[src/rtl/mul_sequencer_if.sv]
// Handshake bundle between the EX stage and the multi-cycle MUL sequencer.
// EX drives the request side (Start/Flush/operands); the sequencer answers
// with the pipeline stall, its busy/done status and the product.
interface mul_sequencer_if #(
  parameter int WIDTH = 32
);
  logic             Start;
  logic             Flush;
  logic [WIDTH-1:0] A;
  logic [WIDTH-1:0] B;
  logic             Stall;
  logic             Busy;
  logic             Done;
  logic [WIDTH-1:0] Result;

  // EX-stage side: issues MULs, consumes stall and result
  modport master (
    output Start, Flush, A, B,
    input  Stall, Busy, Done, Result
  );

  // Sequencer side
  modport slave (
    input  Start, Flush, A, B,
    output Stall, Busy, Done, Result
  );
endinterface

[src/rtl/mul_sequencer.sv]
// Multi-cycle radix-2 shift-add sequencer for MUL in the EX stage.
// Accepts a MUL from IDLE, iterates WIDTH times in RUN while stalling the
// front of the pipe, then pulses Done for one cycle in DONE with the low
// WIDTH bits of the product on Result.
module mul_sequencer #(
  parameter int WIDTH = 32
) (
  input  logic          Clk,
  input  logic          Reset,
  mul_sequencer_if.slave bus
);

  localparam int CW = (WIDTH > 1) ? $clog2(WIDTH) : 1;
  localparam logic [CW-1:0] CNT_LAST = CW'(WIDTH - 1);

  typedef enum logic [1:0] {
    S_IDLE = 2'd0,
    S_RUN  = 2'd1,
    S_DONE = 2'd2
  } state_t;

  state_t           state_q, state_d;
  logic [WIDTH-1:0] mcand_q, mcand_d;
  logic [WIDTH-1:0] mplier_q, mplier_d;
  logic [WIDTH-1:0] acc_q, acc_d;
  logic [CW-1:0]    cnt_q, cnt_d;
  logic [WIDTH-1:0] result_q, result_d;
  logic             busy_q, busy_d;
  logic             done_q, done_d;
  logic [WIDTH-1:0] acc_sum;

  // Next-state and datapath: one shift-add iteration per RUN cycle
  always_comb begin
    state_d  = state_q;
    mcand_d  = mcand_q;
    mplier_d = mplier_q;
    acc_d    = acc_q;
    cnt_d    = cnt_q;
    result_d = result_q;
    // Partial-product add; wraps mod 2^WIDTH, overflow intentionally dropped
    acc_sum  = acc_q + (mplier_q[0] ? mcand_q : '0);

    case (state_q)
      S_IDLE: begin
        // A flush in the same cycle squashes the MUL before it is accepted
        if (bus.Start && !bus.Flush) begin
          mcand_d  = bus.A;
          mplier_d = bus.B;
          acc_d    = '0;
          cnt_d    = '0;
          state_d  = S_RUN;
        end
      end
      S_RUN: begin
        if (bus.Flush) begin
          // Abort: Result keeps whatever the last completed MUL produced
          state_d = S_IDLE;
        end else begin
          acc_d    = acc_sum;
          mcand_d  = mcand_q << 1;
          mplier_d = mplier_q >> 1;
          cnt_d    = cnt_q + 1'b1;
          if (cnt_q == CNT_LAST) begin
            result_d = acc_sum;
            state_d  = S_DONE;
          end
        end
      end
      S_DONE: begin
        // Start is still high for the MUL that is leaving EX; ignore it
        state_d = S_IDLE;
      end
      default: begin
        state_d = S_IDLE;
      end
    endcase

    // Status flags are registered copies of the upcoming state
    busy_d = (state_d == S_RUN);
    done_d = (state_d == S_DONE);
  end

  // State and datapath registers; reset clears everything immediately
  always_ff @(posedge Clk or posedge Reset) begin
    if (Reset) begin
      state_q  <= S_IDLE;
      mcand_q  <= '0;
      mplier_q <= '0;
      acc_q    <= '0;
      cnt_q    <= '0;
      result_q <= '0;
      busy_q   <= 1'b0;
      done_q   <= 1'b0;
    end else begin
      state_q  <= state_d;
      mcand_q  <= mcand_d;
      mplier_q <= mplier_d;
      acc_q    <= acc_d;
      cnt_q    <= cnt_d;
      result_q <= result_d;
      busy_q   <= busy_d;
      done_q   <= done_d;
    end
  end

  // Stall covers the accept cycle plus every RUN cycle; it drops in DONE so
  // the MUL advances together with its Result. Held low while in reset.
  always_comb begin
    bus.Stall = !Reset &&
                (((state_q == S_IDLE) && bus.Start && !bus.Flush) ||
                 (state_q == S_RUN));
  end

  assign bus.Busy   = busy_q;
  assign bus.Done   = done_q;
  assign bus.Result = result_q;

endmodule

[src/flat_wrapper.sv]
// flat-port wrapper written by rule: the top's interface ports become plain ports
module mul_sequencer_flat 
#(
  parameter int WIDTH = 32
)
  (Clk, Reset, bus_Start, bus_Flush, bus_A, bus_B, bus_Stall, bus_Busy, bus_Done, bus_Result);
  mul_sequencer_if #(.WIDTH(WIDTH)) bus_i ();
  input  logic Clk;
  input  logic Reset;
  input wire logic [$bits(bus_i.Start)-1:0] bus_Start;
  input wire logic [$bits(bus_i.Flush)-1:0] bus_Flush;
  input wire logic [$bits(bus_i.A)-1:0] bus_A;
  input wire logic [$bits(bus_i.B)-1:0] bus_B;
  output wire logic [$bits(bus_i.Stall)-1:0] bus_Stall;
  output wire logic [$bits(bus_i.Busy)-1:0] bus_Busy;
  output wire logic [$bits(bus_i.Done)-1:0] bus_Done;
  output wire logic [$bits(bus_i.Result)-1:0] bus_Result;
  assign bus_i.Start = bus_Start;
  assign bus_i.Flush = bus_Flush;
  assign bus_i.A = bus_A;
  assign bus_i.B = bus_B;
  assign bus_Stall = bus_i.Stall;
  assign bus_Busy = bus_i.Busy;
  assign bus_Done = bus_i.Done;
  assign bus_Result = bus_i.Result;
  mul_sequencer #(.WIDTH(WIDTH)) u_core (.Clk(Clk), .Reset(Reset), .bus(bus_i));
endmodule
[config.mk]
export PLATFORM = sky130hd
export DESIGN_NAME = mul_sequencer_flat
export DESIGN_NICKNAME = d
export VERILOG_FILES = /design/src/rtl/mul_sequencer_if.sv /design/src/rtl/mul_sequencer.sv /design/src/flat_wrapper.sv
export SDC_FILE = /design/constraint.sdc
export NUM_CORES = 1
export LEC_CHECK = 0
export CORE_MARGIN = 5
export CORE_UTILIZATION = 42
export CTS_CLUSTER_SIZE = 24
export DETAILED_ROUTE_END_ITERATION = 8
export PLACE_DENSITY = 0.75
export SLEW_MARGIN = 20
export SYNTH_ARGS = -nofsm -noshare
export SYNTH_HDL_FRONTEND = slang
export SYNTH_SLANG_ARGS = --single-unit
[constraint.sdc]
create_clock -name Clk -period 4.64 [get_ports Clk]
set_input_delay 0.928 -clock Clk [delete_from_list [all_inputs] [get_ports Clk]]
set_output_delay 0.928 -clock Clk [all_outputs]
set_load 0.01 [all_outputs]
# Word level (Yosys, flattened, before mapping)
# Cells that the tools add are included.
[classes] muxes=17 n_addsub=2 n_bitwise=1 shift=0 n_div=0 eq_ne=6 n_lt_le_gt_ge=0 reduce_logical=11 n_mul=0
[ops] cell="2-to-1 mux 32 bit" count=7
[ops] cell="case mux 32 bit (2 select lines)" count=3
[ops] cell="adder 32 bit" count=1
[ops] cell="2-to-1 mux 5 bit" count=2
[ops] cell="case mux 5 bit (2 select lines)" count=1
[ops] cell="2-to-1 mux 2 bit" count=3
[ops] cell="AND reduction 3 bit" count=2
[ops] cell="adder 5 x 1 -> 5 bit (second input constant)" count=1
[ops] cell="== test 5 bit (second input constant)" count=1
[ops] cell="== test 2 x 1 -> 1 bit (second input constant)" count=2
[ops] cell="logical AND 1 bit" count=4
[ops] cell="case mux 2 bit (2 select lines)" count=1
[ops] cell="== test 2 bit (second input constant)" count=1
[ops] cell="zero test 1 bit" count=2
[ops] cell="zero test 2 bit" count=1
[ops] cell="inequality test 2 x 1 -> 1 bit (second input constant)" count=1
[ops] cell="inequality test 2 bit (second input constant)" count=1
[ops] cell="nonzero test 2 bit" count=1
[ops] cell="logical OR 1 bit" count=1
[ops] cell="inverter 1 bit" count=1
[word_totals] regBits=137 out_inout_bits=35 mem_bits_ro=0 mem_bits_rw=0 inputBits=68 mem_count=0 latchBits=0 elab_cells=45

# Logic depth before layout (Yosys ltp)
[depth] word_depth=5 depth_mapped=11 mapped_depth_nobuf=10

# Worst setup path after synthesis
# OpenSTA, ideal clock, no wires.
[synth_timing] path_type="input port to output port" start="input port bus_Flush" end="output port bus_Stall" arrival_time_ns=2.008 path_stages=4 n_path_buf=1 required_ns=3.712 slack_ns=1.704 cell_sequence="nor4b_1 clkbuf_1 nor2b_1 nor2_1"
[synth_between] elab_chain_len=4
[synth_rtl] element="start: declaration" line="flat_wrapper.sv:11" rtl="input wire logic [$bits(bus_i.Flush)-1:0] bus_Flush;"
[synth_rtl] element="zero test 1 bit" line="mul_sequencer.sv:110" rtl="(((state_q == S_IDLE) && bus.Start && !bus.Flush) ||"
[synth_rtl] element="logical AND 1 bit" line="mul_sequencer.sv:110"
[synth_rtl] element="logical OR 1 bit" line="mul_sequencer.sv:110"
[synth_rtl] element="logical AND 1 bit" line="mul_sequencer.sv:109" rtl="bus.Stall = !Reset &&"
[synth_rtl] element="end: declaration" line="flat_wrapper.sv:14" rtl="output wire logic [$bits(bus_i.Stall)-1:0] bus_Stall;"
# No other way between the ends.

# Final worst setup path
[layout_timing] start="register u_core.mplier_q[0]" end="register u_core.result_q[16], in the netlist u_core.bus.Result[16]"
[layout_between] elab_chain_len=2
[layout_rtl] element="start: declaration" line="mul_sequencer.sv:24" rtl="logic [WIDTH-1:0] mplier_q, mplier_d;"
[layout_rtl] element="start signal: assignment" line="mul_sequencer.sv:97" rtl="mplier_q <= mplier_d;"
[layout_rtl] element="2-to-1 mux 32 bit" line="mul_sequencer.sv:41" rtl="acc_sum = acc_q + (mplier_q[0] ? mcand_q : '0);"
[layout_rtl] element="adder 32 bit" line="mul_sequencer.sv:41"
[layout_rtl] element="end signal: assignment" line="mul_sequencer.sv:100" rtl="result_q <= result_d;"
[layout_rtl] element="end: declaration" line="mul_sequencer.sv:27" rtl="logic [WIDTH-1:0] result_q, result_d;"
# No other way between the ends.
# A chain may end at the register's enable or synchronous reset.

==> metrics.cfg <==
[logic_synthesis]
synth_top_cell_by_area = dfrtp_1
ys_top_cells_by_area = dfrtp_1 46%, nand2_1 8.8%, ha_1 5.5%
yosysSeqAreaShare_pct = 45.92
syn_inst = 793
yosys_register_bits = 137
ys_warn_count = 0
syn_nets = 895
netlist_top_cells_count = 176 x nand2_1, 137 x dfrtp_1, 61 x o21ai_0, 43 x a22oi_1, 38 x a21oi_1
synth_top_area_share_pct = 45.92
synthesis.area_um2 = 7466
synth_cell_types = 62
ys.flop_type = dfrtp_1
yosysMostFrequentCell = nand2_1
synth_edf_count = 0
postSynthAreaPerCell_um2 = 9.415
async_flop_share_pct = 100.0

[power_and_ir_drop]
vdd_drop_max_uv = 245.5
power_density_nw_per_um2 = 455.7
power_leakage_nw = 4.397

[clock_network]
clk_path_buf_depth = 2
post_cts_buffers = 0
cts_sinks = 137
cts_made_buffers = 17
cts_hold_buf = 0
cts-htree-levels = 4
cts_root_buf = clkbuf_16
clk_latency_ns = 0.43
path_clk_slew_ns = 0.06
cts_tree = built
cts-resized-gates = 0

[drt]
via_count = 6246
drtIter0Drc = 409
drc = 0
top_layer = met4
detail-route-antenna-nets = 0
wl_met2_um = 8724
drtPass1Iterations = 5
routed_via_density = 5.592
routedWlPerCell_um = 17.03
met3WireLength_um = 1217
wl_met1_um = 8668
drt_wl_total_um = 19020

[floorplan]
ioPinCount = 103
core_um2 = 17360
die_x_um = 143.3
die-area_um2 = 20540
die_h_um = 143.3
start_util_pct = 43.01
rows = 48

[setup_path]
r2r_end = u_core.bus.Result[16]$_DFFE_PP0P_
arrival_ns = 3.78
cp_max_fo = 33
endpoint_kind = flip-flop
critPathKind = flip-flop to flip-flop
worst-endpoint-required_ns = 4.95
startpoint = u_core.mplier_q[0]$_DFFE_PP0P_
cp-start-kind = flip-flop
reg2reg_depth = 10
crit_end = u_core.bus.Result[16]$_DFFE_PP0P_
r2r_setup_slack_ns = 1.17
timing.rr.start = u_core.mplier_q[0]$_DFFE_PP0P_

[timing]
max_slew_margin_pct = 32.11
fmax_mhz = 288.2
rsz0062_at_grt = false
worst_pin_slew_ns = 1.012
skew_ns = 0.008805
hold_violations = 0
whs_ns = 0.4724
drv_slew = 0
min_period_over_period_pct = 74.79
fin_crit_ns = 3.470
finalSetupTns_ns = 0
setup_viol = 0

[final_layout]
fillers = 1539
layout.nets = 981
area_delta_synth_final_pct = 25.56
multi_input_area_um2 = 3839
antennaDiodeCount = 0
drive_gt1_share_pct = 8.184
seq_area_um2 = 3428

[place]
place_congestion = 0.9409
hpwl_um = 13200
io_buffer_count = 102

[outcome]
status = completed

[global_route]
overflow = 0
grt_usage_pct = 19.36
grt_max_degree = 106
antenna_found_initial = 0
grt_pass1_wl_um = 31870
grt_pass1_vias = 6260

[hold_path]
hold_class = flip-flop to flip-flop

[run]
cap_violations = 0

==> final cells by class <==
cell class / count / share of cell area (%)
multi-input combinational: 603 / 40.95
tap: 225 / 3.003
clock buffer: 20 / 4.979
inverter: 9 / 0.4138
clock inverter: 12 / 2.336
sequential: 137 / 36.57
timing repair buffer: 111 / 11.75
==> stage by stage <==
step	instances	worst slack [ns]	total power [mW]	area [µm²]	util (%)
6_report	1117	1.170	4.272	9374	54.01
5_1_grt	1117	0.9051	4.507	9374	54.01
4_1_cts	1117	1.171	4.291	9374	54.01
3_5_place_dp	1085	1.196	2.701	8688	50.06
3_3_place_gp	1085	1.210	2.672	8688	50.06
2_1_floorplan	793	0.04419	2.381	7466	-
==> layout by cell type (no fill, tap or decap), types with 4 or more instances in the layout <==
master	Yosys	routed
nand2_1	176	176
dfrtp_1	137	137
clkdlybuf4s50_1	0	102
o21ai_0	61	61
a22oi_1	43	43
a21oi_1	38	38
and2_1	33	33
ha_1	33	33
nor2_1	34	32
a22o_1	24	24
mux2i_1	21	21
clkbuf_16	0	17
xnor2_1	16	16
mux2_2	16	16
xor2_1	12	12
nand4_1	9	9
buf_4	0	8
inv_1	8	7
nand3_1	7	7
a31oi_1	7	7
o21bai_1	7	7
a21o_1	6	6
bufinv_16	0	6
o211ai_1	5	5
nand2b_1	4	4
nor3_1	4	4
o21a_1	4	4
==> logic make-up after synthesis <==
logic type / count (synthesis) / synth area share, %
mux: 37 / 5.229
xor+xnor: 28 / 3.285
buf+inv: 53 / 2.949
fa+ha+maj: 34 / 5.799
simple gates: 285 / 17.08
compound gates: 219 / 19.74
flops: 137 / 45.92
==> flip-flops by register name (all words and copies together), names as in the netlist <==
signal / flops
u_core.bus.Busy: 1
u_core.state_q: 2
u_core.mplier_q: 32
u_core.acc_q: 32
u_core.cnt_q: 5
u_core.bus.Result: 32
u_core.mcand_q: 32
u_core.bus.Done: 1
==> layer usage <==
layer	track usage (%)	vias to the layer above
met1	27.20	3020
met3	4.892	39
met4	6.987	0
met2	29.20	201
li1	-	2986
met5	0	-
==> worst max-delay path, stage by stage, from the launching register on <==
cell and delay [ns]:
dfrtp_1 0.98, and2_1 0.24, ha_1 0.18, fa_1 0.21
a21oi_1 0.09, o21ai_1 0.34, o31ai_4 0.11, a31oi_1 0.51
a41oi_1 0.23, xnor2_1 0.18, mux2_2 0.27
==> worst min-delay path by stage <==
stage                                     start                               end  slack (ns)  depth (start not counted)
2_1_floorplan   u_core.mplier_q[10]$_DFFE_PP0P_   u_core.mplier_q[10]$_DFFE_PP0P_        0.45                          2
3_3_place_gp    u_core.mplier_q[11]$_DFFE_PP0P_   u_core.mplier_q[11]$_DFFE_PP0P_        0.46                          2
3_5_place_dp   u_core.bus.Result[6]$_DFFE_PP0P_  u_core.bus.Result[6]$_DFFE_PP0P_        0.46                          2
4_1_cts        u_core.bus.Result[6]$_DFFE_PP0P_  u_core.bus.Result[6]$_DFFE_PP0P_        0.48                          2
5_1_grt         u_core.mplier_q[14]$_DFFE_PP0P_   u_core.mplier_q[14]$_DFFE_PP0P_        0.49                          2
6_report       u_core.bus.Result[6]$_DFFE_PP0P_  u_core.bus.Result[6]$_DFFE_PP0P_        0.47                          2
==> where the power goes <==
group          internal, mW  leakage [nW]  switching [mW]
clock network          1.05         0.332           0.528
registers              1.43          1.80           0.187
logic                 0.451          2.26           0.628
Note: power is estimated with default switching activity, not from simulation.
